===== config.mk =====
export PLATFORM = sky130hd
export DESIGN_NAME = wave_rom_sequencer
export DESIGN_NICKNAME = d
export VERILOG_FILES = /design/src/rtl/wave_rom_sequencer.sv
export SDC_FILE = /design/constraint.sdc
export NUM_CORES = 1
export LEC_CHECK = 0
export BUFFER_PORTS_ARGS = -buffer_cell sky130_fd_sc_hd__buf_2
export CORE_MARGIN = 1
export CORE_UTILIZATION = 30
export CTS_CLUSTER_DIAMETER = 60
export CTS_CLUSTER_SIZE = 30
export DETAILED_ROUTE_END_ITERATION = 12
export GPL_TIMING_DRIVEN = 0
export PLACE_DENSITY = 0.55
export SETUP_SLACK_MARGIN = 0.02
export SYNTH_ARGS = -nofsm -noshare
export SYNTH_HDL_FRONTEND = slang
export SYNTH_SLANG_ARGS = --single-unit

===== constraint.sdc =====
create_clock -name clk -period 2.8 [get_ports clk]
set_input_delay 0.28 -clock clk [delete_from_list [all_inputs] [get_ports clk]]
set_output_delay 0.28 -clock clk [all_outputs]
set_load 0.01 [all_outputs]

===== src/rtl/wave_rom_sequencer.sv =====
// wave_rom_sequencer: phase-accumulator sequencer driving a registered waveform ROM, burst or continuous.
// Optional half-amplitude output when WAVE_SEQ_HALF_AMP_EN is defined (adds input amp_half).
module wave_rom_sequencer #(
   parameter int ADDR_W  = 10,
   parameter int PHASE_W = 16,
   parameter int DATA_W  = 8,
   parameter int CNT_W   = 8
) (
   input  logic               clk,
   input  logic               rst_n,
   input  logic               start,
   input  logic               stop,
   input  logic [PHASE_W-1:0] step,
   input  logic [CNT_W-1:0]   periods,
   output logic [ADDR_W-1:0]  rom_addr,
   input  logic [DATA_W-1:0]  rom_data,
`ifdef WAVE_SEQ_HALF_AMP_EN
   input  logic               amp_half,
`endif
   output logic [DATA_W-1:0]  sample,
   output logic               sample_valid,
   output logic               busy,
   output logic               done
);
   typedef enum logic [1:0] {IDLE, RUN, FLUSH} state_t;
   localparam logic [DATA_W-1:0] MID = {1'b1, {(DATA_W-1){1'b0}}};
   state_t state, state_nx;
   logic [PHASE_W-1:0] acc, step_q;
   logic [PHASE_W:0]   sum;
   logic [CNT_W-1:0]   periods_q, period_cnt;
   logic               carry, last, data_v;
`ifdef WAVE_SEQ_HALF_AMP_EN
   localparam logic [DATA_W-1:0] QUARTER = {2'b01, {(DATA_W-2){1'b0}}};
   logic amp_q;
`endif
   assign sum      = {1'b0, acc} + {1'b0, step_q};
   assign carry    = sum[PHASE_W];
   assign last     = carry && periods_q != '0 && period_cnt + CNT_W'(1) == periods_q;
   assign rom_addr = acc[PHASE_W-1 -: ADDR_W];
   assign busy     = state != IDLE;
   // data_v marks rom_data carrying the last issued address; once it clears the pipe is empty
   assign done     = state == FLUSH && !data_v;
   always_comb begin
      state_nx = state;
      case (state)
         IDLE:    if (start) state_nx = RUN;
         RUN:     if (stop || last) state_nx = FLUSH;
         FLUSH:   if (!data_v) state_nx = IDLE;
         default: state_nx = IDLE;
      endcase
   end
   always_ff @(posedge clk or negedge rst_n) begin
      if (!rst_n) begin
         state        <= IDLE;
         acc          <= '0;
         step_q       <= '0;
         periods_q    <= '0;
         period_cnt   <= '0;
         data_v       <= 1'b0;
         sample_valid <= 1'b0;
         sample       <= MID;
`ifdef WAVE_SEQ_HALF_AMP_EN
         amp_q        <= 1'b0;
`endif
      end else begin
         state <= state_nx;
         if (state == IDLE && start) begin
            step_q     <= step;
            periods_q  <= periods;
            acc        <= '0;
            period_cnt <= '0;
         end else if (state == RUN) begin
            acc <= sum[PHASE_W-1:0];
            if (carry) period_cnt <= period_cnt + CNT_W'(1);
         end
         data_v       <= state == RUN;
         sample_valid <= data_v;
`ifdef WAVE_SEQ_HALF_AMP_EN
         amp_q <= amp_half;
         if (data_v) sample <= amp_q ? (rom_data >> 1) + QUARTER : rom_data;
`else
         if (data_v) sample <= rom_data;
`endif
      end
   end
endmodule


# ---- Yosys cells after proc, flatten, opt, wreduce, memory -nomap -nowiden
# Index checks and enable logic that the tools add are counted.
# Widths: inputs -> output; s select.
dict set report op_classes {
  muxes 9
  n_addsub 2
  n_eq_ne 6
  n_reduce_logical 13
}
# op count
set op_table {}
lappend op_table {{$mux 16} 2}
lappend op_table {{$mux 8} 3}
lappend op_table {{$add 16x16->17} 1}
lappend op_table {{$add 8x1->8 const B} 1}
lappend op_table {{$eq 8x8->1} 1}
lappend op_table {{$reduce_bool 8->1} 1}
lappend op_table {{$mux 2} 3}
lappend op_table {{$ne 2x2->1 const B} 3}
lappend op_table {{$pmux 2 s3} 1}
lappend op_table {{$reduce_bool 2->1} 3}
lappend op_table {{$logic_and 1x1->1} 4}
lappend op_table {{$reduce_and 3->1} 1}
lappend op_table {{$eq 2x1->1 const B} 1}
lappend op_table {{$eq 2x2->1 const B} 1}
lappend op_table {{$logic_not 2->1} 1}
lappend op_table {{$reduce_and 2->1} 1}
lappend op_table {{$logic_not 1->1} 1}
lappend op_table {{$logic_or 1x1->1} 1}
dict set report totals {
  ff_bits 60
  wordCells 38
  in_bits 36
  out_inout_bits 21
}

# ---- Logic depth before layout (Yosys ltp)
# Gate-level depths: netlist of run 1.
dict set report logic_depth {
  word_depth 6
  ltp_mapped 10
  ltp_nobuf 8
}

# ---- Worst setup path before layout of run 1
# No wires, ideal clock.
dict set report synth_timing {
  path_kind {flip-flop to flip-flop}
  start {reg acc[0]}
  end {reg period_cnt[7]}
  setup_slack_ns 0.390
  synth_period_minus_slack_ns 2.410
  stages_incl_launch_ff 10
  setup_time_ns 0.079
  path_buffers 1
  required_ns 2.721
  t_arrival_ns 2.331
  cell_sequence {dfrtp_1 > ha_1 > fa_1 > a21o_1 > a221oi_2 > nor3_2 > o2111ai_4 > and2_1 > buf_6 > mux2i_1}
}
dict set report synth_between {
  elab_chain_len 3
}
# item line
set synth_lines {}
lappend synth_lines {{start, declared} 28} ;# logic [PHASE_W-1:0] acc, step_q;
lappend synth_lines {{start signal, assigned} 73} ;# acc <= sum[PHASE_W-1:0];
lappend synth_lines {{$add 16x16->17} 36} ;# assign sum = {1'b0, acc} + {1'b0, step_q};
lappend synth_lines {{$reduce_bool 2->1 (no line)} n/a}
lappend synth_lines {{$reduce_and 2->1 (no line)} n/a}
lappend synth_lines {{end signal, assigned} 74} ;# if (carry) period_cnt <= period_cnt + CNT_W'(1);
lappend synth_lines {{end, declared} 30} ;# logic [CNT_W-1:0] periods_q, period_cnt;
# Every way passes these cells.
# A chain may end at the register's enable or synchronous reset.

# ---- Final worst setup path of run 1
dict set report layout_timing {
  start {reg acc[0]}
  end {reg period_cnt[5]}
}
# The elaborated chain is that of the path after synthesis.

==> impl.org, run 1 <==
** Synth
- Mean instance size in the synthesized netlist :: 9.11 um^2
- Synth Flop Type :: sky130_fd_sc_hd__dfrtp_1
- Synthesized instance count :: 385
- Share of synthesized registers carrying an async set or reset :: 100%
- Number of flops mapped to enable cells by yosys :: 0
- Post-Syn Area :: 0.00351 mm^2
- The share of the Yosys chip area taken by registers is around 43%.
- Yosys printed 0 warnings.
- Synthesis produced a netlist with a net count of 439.
- The synthesized design contains 60 register bits.
- Number of unique standard cell types used by synthesis :: 52

** Power
- Share of total power consumed by net switching :: 41.4%
- Clock network fraction of total power :: 22.5%
- Sw Pwr :: 2.23 mW
- Worst IR drop on VDD :: around 0.00053 V
- Cell internal power was estimated by the tool at 3.16 mW.
- Of the total power, registers draw 28.4%.
- LEAKAGE :: just over 2 nW
- For this design the ratio of total power to cell area is 1250 mW/mm^2.
- Power share of the combinational group :: between 40% and 50%

** Min path
- The path class of the tightest hold or removal check is input port to asynchronous set/reset pin.

** Cells and area
- Number of diodes added for antenna fixing :: 0
- Reg area :: 0.00150 mm^2
- Area growth from synthesis to layout :: 23.2%
- After the flow finishes, the layout carries non-filler instances totaling approximately 600.
- Fraction of layout instances using a drive strength above 1 :: between 20% and 30%
- Count of nets after finishing :: 508
- In the final layout, the multi-input gates occupy 0.00180 mm^2.
- Counting the fill cells in the layout gives about 1,200.

** Routing
- Total via count after detailed routing :: 2,982
- Length of the first detailed-routing pass in iterations :: 4
- Dividing the detail-routed via count by the number of cells gives 4.95.
- After detailed routing, the average wire length per cell comes to around 14 um.
- For this block, the initial DRC count from the detailed router was 179.
- The count of nets left with antenna violations once routing finished came out at 0.
- Wire length after detailed routing :: 8450 um
- After detailed routing, the number of remaining DRC violations is 0.

** Floorplanning
- I/O pin count :: 57
- Initial standard-cell utilization of the core :: 30.7%
- The floorplan step set the die height to about 110 um.
- The die is 110 um wide.
- Core area :: 0.0114 mm^2
- The die covers 0.0121 mm^2.
- After floorplanning, the core was divided into 39 placement rows.

** Global route
- Antenna violations before repair :: 0
- The via count of the first global-routing pass is about 3,000.
- Entering global routing, the biggest net connects 61 pins.
- Global-route wire length before repair :: 14,000 um
- Overflow after GRT :: 0
- Overall track demand over capacity in global routing :: 15.3%

** Worst setup path
- Critical path data required time :: 3030 ps
- Of all nets on the critical path, the largest fanout is 5.
- Measured in cells, the most critical reg-to-reg path has a length of 9.
- Startpoint class of the critical path :: register
- Crit Reg-Reg Startpoint :: acc[0]
- The worst setup path is captured at a register.
- Data arrives at the worst endpoint at around 2800 ps.
- Crit path kind :: register to register
- Setup slack on the worst reg-to-reg path comes out at 230 ps.
- Reg2reg end :: period_cnt[5]

** Timing
- Slew Viols, Final :: 0
- Achievable clock frequency :: 0.389 GHz
- Measured against its own limit, the worst slew margin works out to 47.9%.
- Endpoints failing hold :: 0
- Adding up every negative setup slack in the final design gives 0 ps.
- Setup repair after global routing left no endpoint under its margin.
- Hold slack final :: 33.6 ps
- The worst path in the final design needs a cycle of 2570 ps, including I/O delays and setup.
- Final worst-path cycle share :: around 90%
- Final setup viols :: 0
- Setup Skew :: 7.64 ps
- Worst Max-Slew Pin Slew :: 781 ps

** CTS
- Buffer depth of the longest clock path :: 2
- TritonCTS built the clock tree.
- The H-tree generated during clock tree synthesis spans 3 levels.
- Clock tree sinks :: 60
- Number of buffers created by CTS :: 9
- After clock tree synthesis, the clock-pin slew on the worst setup and hold paths is 60 ps.
- Clk Tree Root Cell :: sky130_fd_sc_hd__clkbuf_16
- At the later pin of the worst-skew pair, clock insertion delay measures 340 ps.
- In this run, post-CTS hold repair placed 0 buffers.

** Place
- Routability-driven placement finished with a final weighted congestion of roughly 0.8.
- Input and output buffers added on the ports amount to 56.
- Post-placement cell count :: between 500 and 600
- The HPWL after detailed placement is 6030 um.

** Run status
- Status :: finished, final reports clean

** Run
- MaxCap Viol Count :: 0
## sequential cells by signal, indices dropped and copies added (netlist names)
register      flops
acc              16
data_v            1
step_q           16
periods_q         8
sample            8
state             2
period_cnt        8
sample_valid      1
## per-stage QoR
step	utilization (%)	setup slack [ps]	power, mW	instance area (um^2)
after floorplan	-	390	3.48	3510
after global placement	34.7	68.6	4.12	3970
after detailed placement	34.8	77.6	4.19	3970
after CTS	37.6	68.1	5.44	4300
after global routing	37.8	33.6	5.87	4320
final	37.8	229	5.39	4320
## synthesized netlist by cell type (4+ instances only)
library cell	number	area, um^2
sky130_fd_sc_hd__clkbuf_1	12	45.0
sky130_fd_sc_hd__o21ai_0	17	85.1
sky130_fd_sc_hd__buf_2	4	20.0
sky130_fd_sc_hd__mux2_2	8	90.1
sky130_fd_sc_hd__nand2_1	92	345
sky130_fd_sc_hd__buf_4	10	75.1
sky130_fd_sc_hd__ha_1	17	213
sky130_fd_sc_hd__xnor2_1	8	70.1
sky130_fd_sc_hd__a21o_1	6	45.0
sky130_fd_sc_hd__nand3_1	19	95.1
sky130_fd_sc_hd__xor2_1	6	52.6
sky130_fd_sc_hd__inv_1	11	41.3
sky130_fd_sc_hd__nor3b_1	5	37.5
sky130_fd_sc_hd__nand4_1	5	31.3
sky130_fd_sc_hd__and3_1	4	25.0
sky130_fd_sc_hd__o21a_1	4	30.0
sky130_fd_sc_hd__a21oi_1	18	90.1
sky130_fd_sc_hd__o211ai_1	4	30.0
sky130_fd_sc_hd__mux2i_1	4	40.0
sky130_fd_sc_hd__dfrtp_1	59	1480
sky130_fd_sc_hd__nor2_1	9	33.8
sky130_fd_sc_hd__nor3_1	5	25.0
sky130_fd_sc_hd__a211o_1	6	52.6
## layout make-up
| type | count | share of cell area, % |
|---|---|---|
| plain buffers | 30 | 3.97 |
| clock buffers | 9 | 5.21 |
| clock inverters | 7 | 2.32 |
| inverters | 12 | 1.04 |
| multi-input cells | 283 | 41.7 |
| flip-flops and latches | 60 | 34.8 |
| well taps | 143 | 4.14 |
| repair buffers | 58 | 6.89 |
## worst max path at each step
stage / from / endpoint / slack (ps) / depth (start not counted)
after floorplan: acc[0] / period_cnt[7] / 390 / 9
after CTS: acc[0] / period_cnt[7] / 70 / 9
after global routing: acc[0] / period_cnt[7] / 30 / 9
after detailed placement: acc[0] / period_cnt[7] / 80 / 9
final: acc[0] / period_cnt[5] / 230 / 9
after global placement: step_q[0] / period_cnt[7] / 70 / 9
## routing by layer
metal | track usage [%] | routed length [um]
met1 | 18.9 | 3950
met5 | 0 | 0
met4 | 6.48 | 153
met2 | 25.3 | 3970
met3 | 3.76 | 376
## power groups by stage
stage | combinational (mW) | sequential, mW | clock [mW]
2_1_floorplan | 1.98 | 1.50 | 0
3_3_place_gp | 2.58 | 1.53 | 0
3_5_place_dp | 2.64 | 1.55 | 0
4_1_cts | 2.65 | 1.54 | 1.25
5_1_grt | 3.01 | 1.59 | 1.28
6_report | 2.65 | 1.53 | 1.21
## worst max-delay path, stage by stage, from the launching register on
cell                        delay [ps]
sky130_fd_sc_hd__dfrtp_1           380
sky130_fd_sc_hd__ha_1              230
sky130_fd_sc_hd__fa_1              410
sky130_fd_sc_hd__a21o_1            210
sky130_fd_sc_hd__a221oi_4          340
sky130_fd_sc_hd__nor3_2            150
sky130_fd_sc_hd__o2111ai_4         280
sky130_fd_sc_hd__buf_4             180
sky130_fd_sc_hd__a22oi_1            80
sky130_fd_sc_hd__a31o_1            200
## cells by family (layout without fill, tap and decap cells)
kind of cell	count (synthesis)	count (layout)	share of synthesized area, %
fa+ha+maj	18	18	6.63
flops	60	60	42.8
compound gates	86	86	17.6
mux	12	12	3.71
simple gates	153	153	19.6
xor+xnor	14	14	3.50
buf+inv	42	116	6.17
## cells in the final DEF, fill, tap and decap left out, types with 3 or more instances in the layout
master and n:
sky130_fd_sc_hd__nor3_1 5, sky130_fd_sc_hd__buf_4 13, sky130_fd_sc_hd__inv_1 11, sky130_fd_sc_hd__nor2_1 9
sky130_fd_sc_hd__a211o_1 6, sky130_fd_sc_hd__nand2_1 92, sky130_fd_sc_hd__and3_1 4, sky130_fd_sc_hd__o221ai_1 3
sky130_fd_sc_hd__nor4_1 3, sky130_fd_sc_hd__xor2_1 6, sky130_fd_sc_hd__clkinvlp_4 3, sky130_fd_sc_hd__mux2_2 8
sky130_fd_sc_hd__xnor2_1 8, sky130_fd_sc_hd__a31oi_1 3, sky130_fd_sc_hd__o21a_1 4, sky130_fd_sc_hd__mux2i_1 4
sky130_fd_sc_hd__nand3_1 19, sky130_fd_sc_hd__dfrtp_1 59, sky130_fd_sc_hd__a22oi_1 3, sky130_fd_sc_hd__a31o_1 3
sky130_fd_sc_hd__buf_2 59, sky130_fd_sc_hd__clkbuf_1 12, sky130_fd_sc_hd__ha_1 17, sky130_fd_sc_hd__o31ai_1 3
sky130_fd_sc_hd__nor3b_1 5, sky130_fd_sc_hd__clkbuf_16 9, sky130_fd_sc_hd__nor2b_1 3, sky130_fd_sc_hd__o211ai_1 4
sky130_fd_sc_hd__nand4_1 5, sky130_fd_sc_hd__a21oi_1 18, sky130_fd_sc_hd__o21ai_0 17, sky130_fd_sc_hd__a21o_1 6
## what timing repair did
action | 4_1_cts | 5_1_grt
setup buffers | 0 | 2
setup endpoints to repair | 0 | 8
gates resized for setup | 0 | 1
(Power assumes the default switching activity.)
==> run 2: changes to the inputs <==
--- a/config.mk
+++ b/config.mk
@@ -6,12 +6,14 @@
 export NUM_CORES = 1
 export LEC_CHECK = 0
 export BUFFER_PORTS_ARGS = -buffer_cell sky130_fd_sc_hd__buf_2
+export CORE_ASPECT_RATIO = 0.6
 export CORE_MARGIN = 1
 export CORE_UTILIZATION = 30
 export CTS_CLUSTER_DIAMETER = 60
 export CTS_CLUSTER_SIZE = 30
 export DETAILED_ROUTE_END_ITERATION = 12
 export GPL_TIMING_DRIVEN = 0
+export HOLD_SLACK_MARGIN = 0.1
 export PLACE_DENSITY = 0.55
 export SETUP_SLACK_MARGIN = 0.02
 export SYNTH_ARGS = -nofsm -noshare
==> impl.org, run 2 (synthesized netlist as in run 1, its figures left out) <==
** Floorplanning
- Initial standard-cell utilization of the core :: 30.9%
- From left edge to right edge, the die measures 142 um.
- After floorplanning, the core was sized to cover between 0.01 and 0.015 mm^2.
- Std-Cell Rows :: 30
- I/O pin count :: 57
- Floorplan die area :: between 0.01 and 0.015 mm^2
- In this run the vertical extent of the chip is 85.8 um.

** Cells and area
- Most common library cell in the layout ignoring fill and taps :: sky130_fd_sc_hd__nand2_1
- In the final layout, the multi-input gates occupy 0.00181 mm^2.
- Reg area :: 0.00150 mm^2
- Largest registers in the final layout :: acc (16), step_q (16)
- Number of diodes added for antenna fixing :: 0
- The post-route netlist has 23.7% of its cells at a drive strength greater than 1.
- Count of nets after finishing :: 513
- After routing the design area is ~0.0044 mm^2.
- Highest-count cells in the layout ignoring fill and taps :: sky130_fd_sc_hd__nand2_1, sky130_fd_sc_hd__buf_2, sky130_fd_sc_hd__dfrtp_1, sky130_fd_sc_hd__a21oi_1, sky130_fd_sc_hd__nand3_1
- Filler cell count :: between 1,000 and 1,500
- Compared with the post-synthesis result, the final layout area differs by 25.2%.

** CTS
- The longest clock path from root to sink contains 2 buffers.
- TritonCTS built the clock tree.
- Buffers inserted during clock tree synthesis total 9.
- Clock latency on the worst-skew pair :: 330 ps
- The H-tree was split into 3 levels.
- Counting every sink on the clock net gives 60.
- Clk Tree Root Cell :: sky130_fd_sc_hd__clkbuf_16
- Clock-pin slew was measured on the worst setup and hold paths at 60 ps.

** Worst setup path
- Capturing element type of the critical path :: register
- Critical path data required time :: 3060 ps
- Along the worst path, the maximum fanout reaches 8.
- The worst setup path is launched from a register.
- Crit path kind :: register to register
- Following the worst setup path forward leads to its endpoint at period_cnt[7].
- For the worst setup path, the data arrival time is a little under 3000 ps.
- Crit path launch :: acc[0]
- Worst reg-to-reg path cell count :: 9
- In this run the critical register-to-register path is captured at period_cnt[7].
- The worst register-to-register path begins at acc[0].
- Reg-to-reg slack, setup :: roughly 160 ps

** Global route
- Via count of the first global-routing pass :: 2,877
- Entering global routing, the biggest net connects 35 pins.
- Overflow after GRT :: 0
- Overall track demand over capacity in global routing :: 15.7%
- The number of antenna violations at the first check in global routing is 0.
- The first global-routing pass estimated 14,600 um of wire.

** Power
- In this run the static leakage power is 2.09 nW.
- IR analysis of the VDD net gives a maximum drop of ~0.00045 V.
- For this design the ratio of total power to cell area is roughly 1200 mW/mm^2.

** Timing
- Of the available clock period, the critical path in the final layout requires between 90 and 100%.
- Static timing analysis puts the maximum clock frequency at 0.379 GHz.
- Setup Skew :: 10.2 ps
- At the pin with the least slew margin, the transition time is 667 ps.
- Endpoints failing hold :: 0
- Setup violations remaining at the end of the flow were counted as 0.
- Setup repair after global routing left no endpoint under its margin.
- After routing, the total negative slack on setup checks comes to 0 ps.
- Across all hold checks on the routed design, the worst slack comes to between 100 and 150 ps.
- The number of pins exceeding their max-slew limit in the final report is 0.
- Worst rel slew slack :: 55.6%
- The clock period could shrink to 2640 ps.

** Run status
- Status :: finished, final reports clean

** Run
- MaxCap Viol Count :: 0

** Routing
- Wire length after detailed routing :: just under 9000 um
- The detailed router finished its first iteration with 180 violations.
- Total via count after detailed routing :: 3,005
- Dividing the detail-routed via count by the number of cells gives around 4.8.
- The pre-antenna-repair detailed-routing pass consisted of 4 iterations.
- DR DRC count :: 0
- Routed wire length per instance :: 14.2 um
- The detail route stage leaves a number of antenna-violating nets equal to 0.

** Place
- Final weighted congestion of routability-driven global placement :: 0.850
- Input/output buffers :: 56
- After detailed placement, the total cell area comes to 0.00401 mm^2.
- DPL Wire Length :: 6500 um

** Min path
- The worst hold path belongs to the class input port to register.
- The startpoint identified for the worst hold timing path is periods[7].
[run 2: cell count changes in the layout (fill, tap and decap cells not counted)]
cell | previous run | this run
sky130_fd_sc_hd__buf_4 | 13 | 15
sky130_fd_sc_hd__clkinv_4 | 1 | 0
sky130_fd_sc_hd__nand3_1 | 19 | 18
sky130_fd_sc_hd__clkinvlp_4 | 3 | 1
sky130_fd_sc_hd__buf_12 | 0 | 1
sky130_fd_sc_hd__clkbuf_1 | 12 | 14
sky130_fd_sc_hd__dlygate4sd3_1 | 0 | 1
sky130_fd_sc_hd__clkinv_2 | 0 | 1
sky130_fd_sc_hd__nand3_2 | 0 | 1
sky130_fd_sc_hd__buf_2 | 59 | 60
sky130_fd_sc_hd__clkbuf_8 | 0 | 1
sky130_fd_sc_hd__inv_6 | 1 | 0
[run 2: layout make-up]
class / instances / share of cell area [%]
Sequential cell: 60 / 34.2
Clock inverter: 4 / 1.65
Tap cell: 160 / 4.56
Buffer: 30 / 3.90
Multi-Input combinational cell: 283 / 41.1
Timing Repair Buffer: 63 / 7.92
Inverter: 12 / 1.03
Clock buffer: 12 / 5.61
[run 2: worst min path at each step]
stage / endpoint / slack (ps) / depth (start not counted)
finish: periods_q[7] / 130 / 3
global route: step_q[9] / 140 / 3
CTS: periods_q[7] / 130 / 3
detailed placement: periods_q[3] / 350 / 1
global placement: sample_valid / 360 / 0
floorplan: acc[0] / -20 / 0
[run 2: repair_timing]
action | in CTS | in global routing
setup buffers | 0 | 5
setup endpoints to repair | 4 | 6
hold buffers | 1 | 0
endpoints found under the hold margin | 26 | 0
gates resized for setup | 1 | 1
pin swaps | 0 | 2
[run 2: stage by stage]
stage / setup slack [ps] / power [mW] / utilization, % / cells
after floorplan: 390 / 3.48 / - / 385
after global placement: 11.9 / 4.13 / 35.2 / 601
after detailed placement: -3.97 / 4.19 / 35.4 / 602
after CTS: 73.9 / 5.46 / 38.4 / 619
after global routing: 33.3 / 5.91 / 38.7 / 624
final: 163 / 5.45 / 38.7 / 624
[run 2: metal layers]
| layer | wire length, um | track usage, % |
|---|---|---|
| met2 | 3490 | 22.0 |
| met5 | 0 | 0 |
| met4 | 78 | 4.40 |
| met3 | 440 | 4.80 |
| met1 | 4820 | 23.1 |
[run 2: critical path, cell delays in order (launching register included)]
cell and delay (ps):
sky130_fd_sc_hd__dfrtp_1 380, sky130_fd_sc_hd__ha_1 230, sky130_fd_sc_hd__fa_1 420, sky130_fd_sc_hd__a21o_1 220, sky130_fd_sc_hd__a221oi_4 330, sky130_fd_sc_hd__nor3_2 140, sky130_fd_sc_hd__o2111ai_4 340, sky130_fd_sc_hd__and2_1 190
sky130_fd_sc_hd__buf_6 130, sky130_fd_sc_hd__mux2i_1 170
[run 2: power breakdown]
group | internal [mW] | leakage [nW] | switching (mW)
logic | 1.15 | 1.19 | 1.57
clock network | 0.802 | 0.153 | 0.389
registers | 1.26 | 0.752 | 0.280
total | 3.21 | 2.09 | 2.24
==> run 3: changes to the inputs <==
--- a/config.mk
+++ b/config.mk
@@ -7,7 +7,7 @@
 export LEC_CHECK = 0
 export BUFFER_PORTS_ARGS = -buffer_cell sky130_fd_sc_hd__buf_2
 export CORE_ASPECT_RATIO = 0.6
-export CORE_MARGIN = 1
+export CORE_MARGIN = 2
 export CORE_UTILIZATION = 30
 export CTS_CLUSTER_DIAMETER = 60
 export CTS_CLUSTER_SIZE = 30
==> impl.org, run 3 (synthesized netlist as in run 1, its figures left out) <==
** Cells and area
- Largest registers in the final layout :: acc (16), step_q (16)
- From synthesis to final layout, the design area changed by 23.9%.
- Count of nets after finishing :: around 510
- Reg area :: 0.00150 mm^2
- Highest-count cells in the layout ignoring fill and taps :: sky130_fd_sc_hd__nand2_1, sky130_fd_sc_hd__buf_2, sky130_fd_sc_hd__dfrtp_1, sky130_fd_sc_hd__a21oi_1, sky130_fd_sc_hd__nand3_1
- The post-route netlist has 22.9% of its cells at a drive strength greater than 1.
- Most common library cell in the layout ignoring fill and taps :: sky130_fd_sc_hd__nand2_1
- Filler cell count :: 1,188
- Area of the multi-input gates :: 0.00181 mm^2
- The number of antenna diodes in the final layout is 0.
- Final Core Density :: 38.3%

** Routing
- In the final routed layout, each cell accounts on average for around 14 um.
- In the routed layout, each cell is associated on average with a via count of 4.83.
- Total via count after detailed routing :: ~3,000
- DR DRC count :: 0
- Detailed router's first-iteration violation count :: 151
- Length of the first detailed-routing pass in iterations :: 4
- DRT antenna net count :: 0
- Wire length after detailed routing :: 8700 um

** Timing
- The smallest clock period supported by the final layout is computed as approximately 2700 ps.
- Worst rel slew slack :: 48.8%
- Slew Viols, Final :: 0
- For the pin with the worst max-slew slack, the measured transition is 769 ps.
- Fin Setup TNS :: 0 ps
- The number of endpoints with negative hold slack in the final report is 0.
- Setup repair after global routing left no endpoint under its margin.
- In the finished design, the share of the clock period the worst path needs comes to 94.7%.
- Achievable clock frequency :: 0.377 GHz
- Setup Skew :: 10.9 ps
- Setup violations remaining at the end of the flow were counted as 0.

** Global route
- Via count of the first global-routing pass :: between 2,000 and 3,000
- The total overflow left after global routing is 0.
- Overall track demand over capacity in global routing :: 14.8%
- Pin count of the biggest net entering global routing :: 61
- Antenna violations before repair :: 0
- Global-route wire length before repair :: 14,400 um

** CTS
- Number of buffers created by CTS :: 9
- Maximum level of the CTS H-tree :: 3
- The later pin in the worst-skew pair is clocked with a latency of roughly 330 ps.
- Clock-pin slew was measured on the worst setup and hold paths at 60 ps.
- CTS tree :: yes
- Clock tree synthesis found a total of 60 sinks.
- Clk Tree Root Cell :: sky130_fd_sc_hd__clkbuf_16
- No sink is reached through more buffers than the 2 on the longest clock path.

** Floorplanning
- Floorplan die area :: 0.0126 mm^2
- After floorplanning, the core was divided into 30 placement rows.
- Pin placement for this block handled 57 I/O pins.
- Initial standard-cell utilization of the core :: 30.9%
- In this run the standard cell core region covers 0.0113 mm^2.
- In this run the vertical extent of the chip is 87.8 um.
- Chip Width :: 144 um

** Worst setup path
- In this design, the stage delay of the slowest critical-path cell is 420 ps.
- Measured in cells, the most critical reg-to-reg path has a length of 9.
- Critical path data required time :: roughly 3000 ps
- Along the worst path, the maximum fanout reaches 5.
- Number of cells on the critical path :: 9
- Crit path launch :: acc[0]
- In this run the critical register-to-register path is launched from acc[0].
- Kind of cell adding the most delay to the critical path :: compound AO/OA/AOI/OAI gates
- Data on the critical path arrives at its endpoint at 2860 ps.
- Capturing element type of the critical path :: register
- Startpoint class of the critical path :: register
- The worst register-to-register path ends at period_cnt[6].
- Cell breakdown of the critical path :: ha_1, fa_1, a21o_1, a221oi_4, nor3_2, o2111ai_4, buf_4, a22oi_1, a31o_1
- The slowest stage of the critical path is the sky130_fd_sc_hd__fa_1 cell.
- Crit path kind :: register to register
- In this run the worst setup path terminates at period_cnt[6].
- For flop-to-flop paths, the worst setup slack is 150 ps.
- Bufs and invs on worst path :: 1

** Place
- DPL Wire Length :: 6380 um
- Input/output buffers :: 56
- Routability-driven placement finished with a final weighted congestion of 0.860.

** Power
- Power spread over the standard cell area amounts to about 1200 mW/mm^2.
- LEAKAGE :: between 2 and 2.5 nW
- Worst IR drop on VDD :: 0.000499 V

** Min path
- In this run the worst hold path is classified as input port to register.

** Run status
- Status :: finished, final reports clean

** Run
- Max-cap violations in this run came to 0.
-- run 3: changes by cell type in the layout (fill, tap and decap cells not counted), sizes merged --
cell	before	now
clkinv	2	1
buf	79	74
clkinvlp	1	2
-- run 3: layout make-up --
type                    instances  share of cell area, %
clock buffers                  12                   5.67
clock inverters                 4                   1.73
repair buffers                 58                   6.91
well taps                     160                   4.61
multi-input cells             283                   41.5
flip-flops and latches         60                   34.6
inverters                      12                   1.04
plain buffers                  30                   3.94
-- run 3: how the worst min path moves through the flow --
stage,endpoint,cells after the start,start
2_1_floorplan,acc[0],0,rst_n
3_3_place_gp,sample_valid,0,data_v
3_5_place_dp,sample_valid,0,data_v
4_1_cts,periods_q[0],3,periods[0]
5_1_grt,step_q[12],3,step[12]
6_report,periods_q[0],3,periods[0]
-- run 3: worst register-to-register path, delay by kind of cell (launching register included) --
kind / cells / cell delay (ps)
flops: 1 / 380
compound gates: 5 / 1150
simple gates: 1 / 150
fa+ha+maj: 2 / 650
buf+inv: 1 / 200
-- run 3: stage by stage --
| stage | power, mW | area, um^2 | setup WS (ps) | hold slack, ps | std cells |
|---|---|---|---|---|---|
| after floorplan | 3.48 | 3510 | 390 | -15.6 | 385 |
| after global placement | 4.13 | 3990 | 39.1 | 364 | 601 |
| after detailed placement | 4.21 | 3990 | 17.0 | 364 | 601 |
| after CTS | 5.47 | 4320 | 81.5 | 130 | 617 |
| after global routing | 5.88 | 4350 | 42.7 | 135 | 619 |
| final | 5.43 | 4350 | 148 | 143 | 619 |
-- run 3: power by group --
group	total, mW	internal [mW]	switching (mW)
clock network	1.20	0.803	0.394
logic	2.69	1.13	1.56
registers	1.54	1.25	0.281
total	5.43	3.19	2.24
-- run 3: metal layers --
| layer | vias to the layer above | routed length (um) | track usage (%) |
|---|---|---|---|
| met5 | - | 0 | 0 |
| met4 | 0 | 83 | 4.37 |
| met3 | 7 | 467 | 4.05 |
| met2 | 69 | 3490 | 21.2 |
| li1 | 1491 | - | - |
| met1 | 1421 | 4670 | 21.9 |
-- run 3: what timing repair did --
item	in CTS	in global routing
hold buffers	0	1
endpoints found under the hold margin	0	18
resized for setup	1	1
setup endpoints to repair	4	6
pin swaps	0	1
buffers inserted	0	1
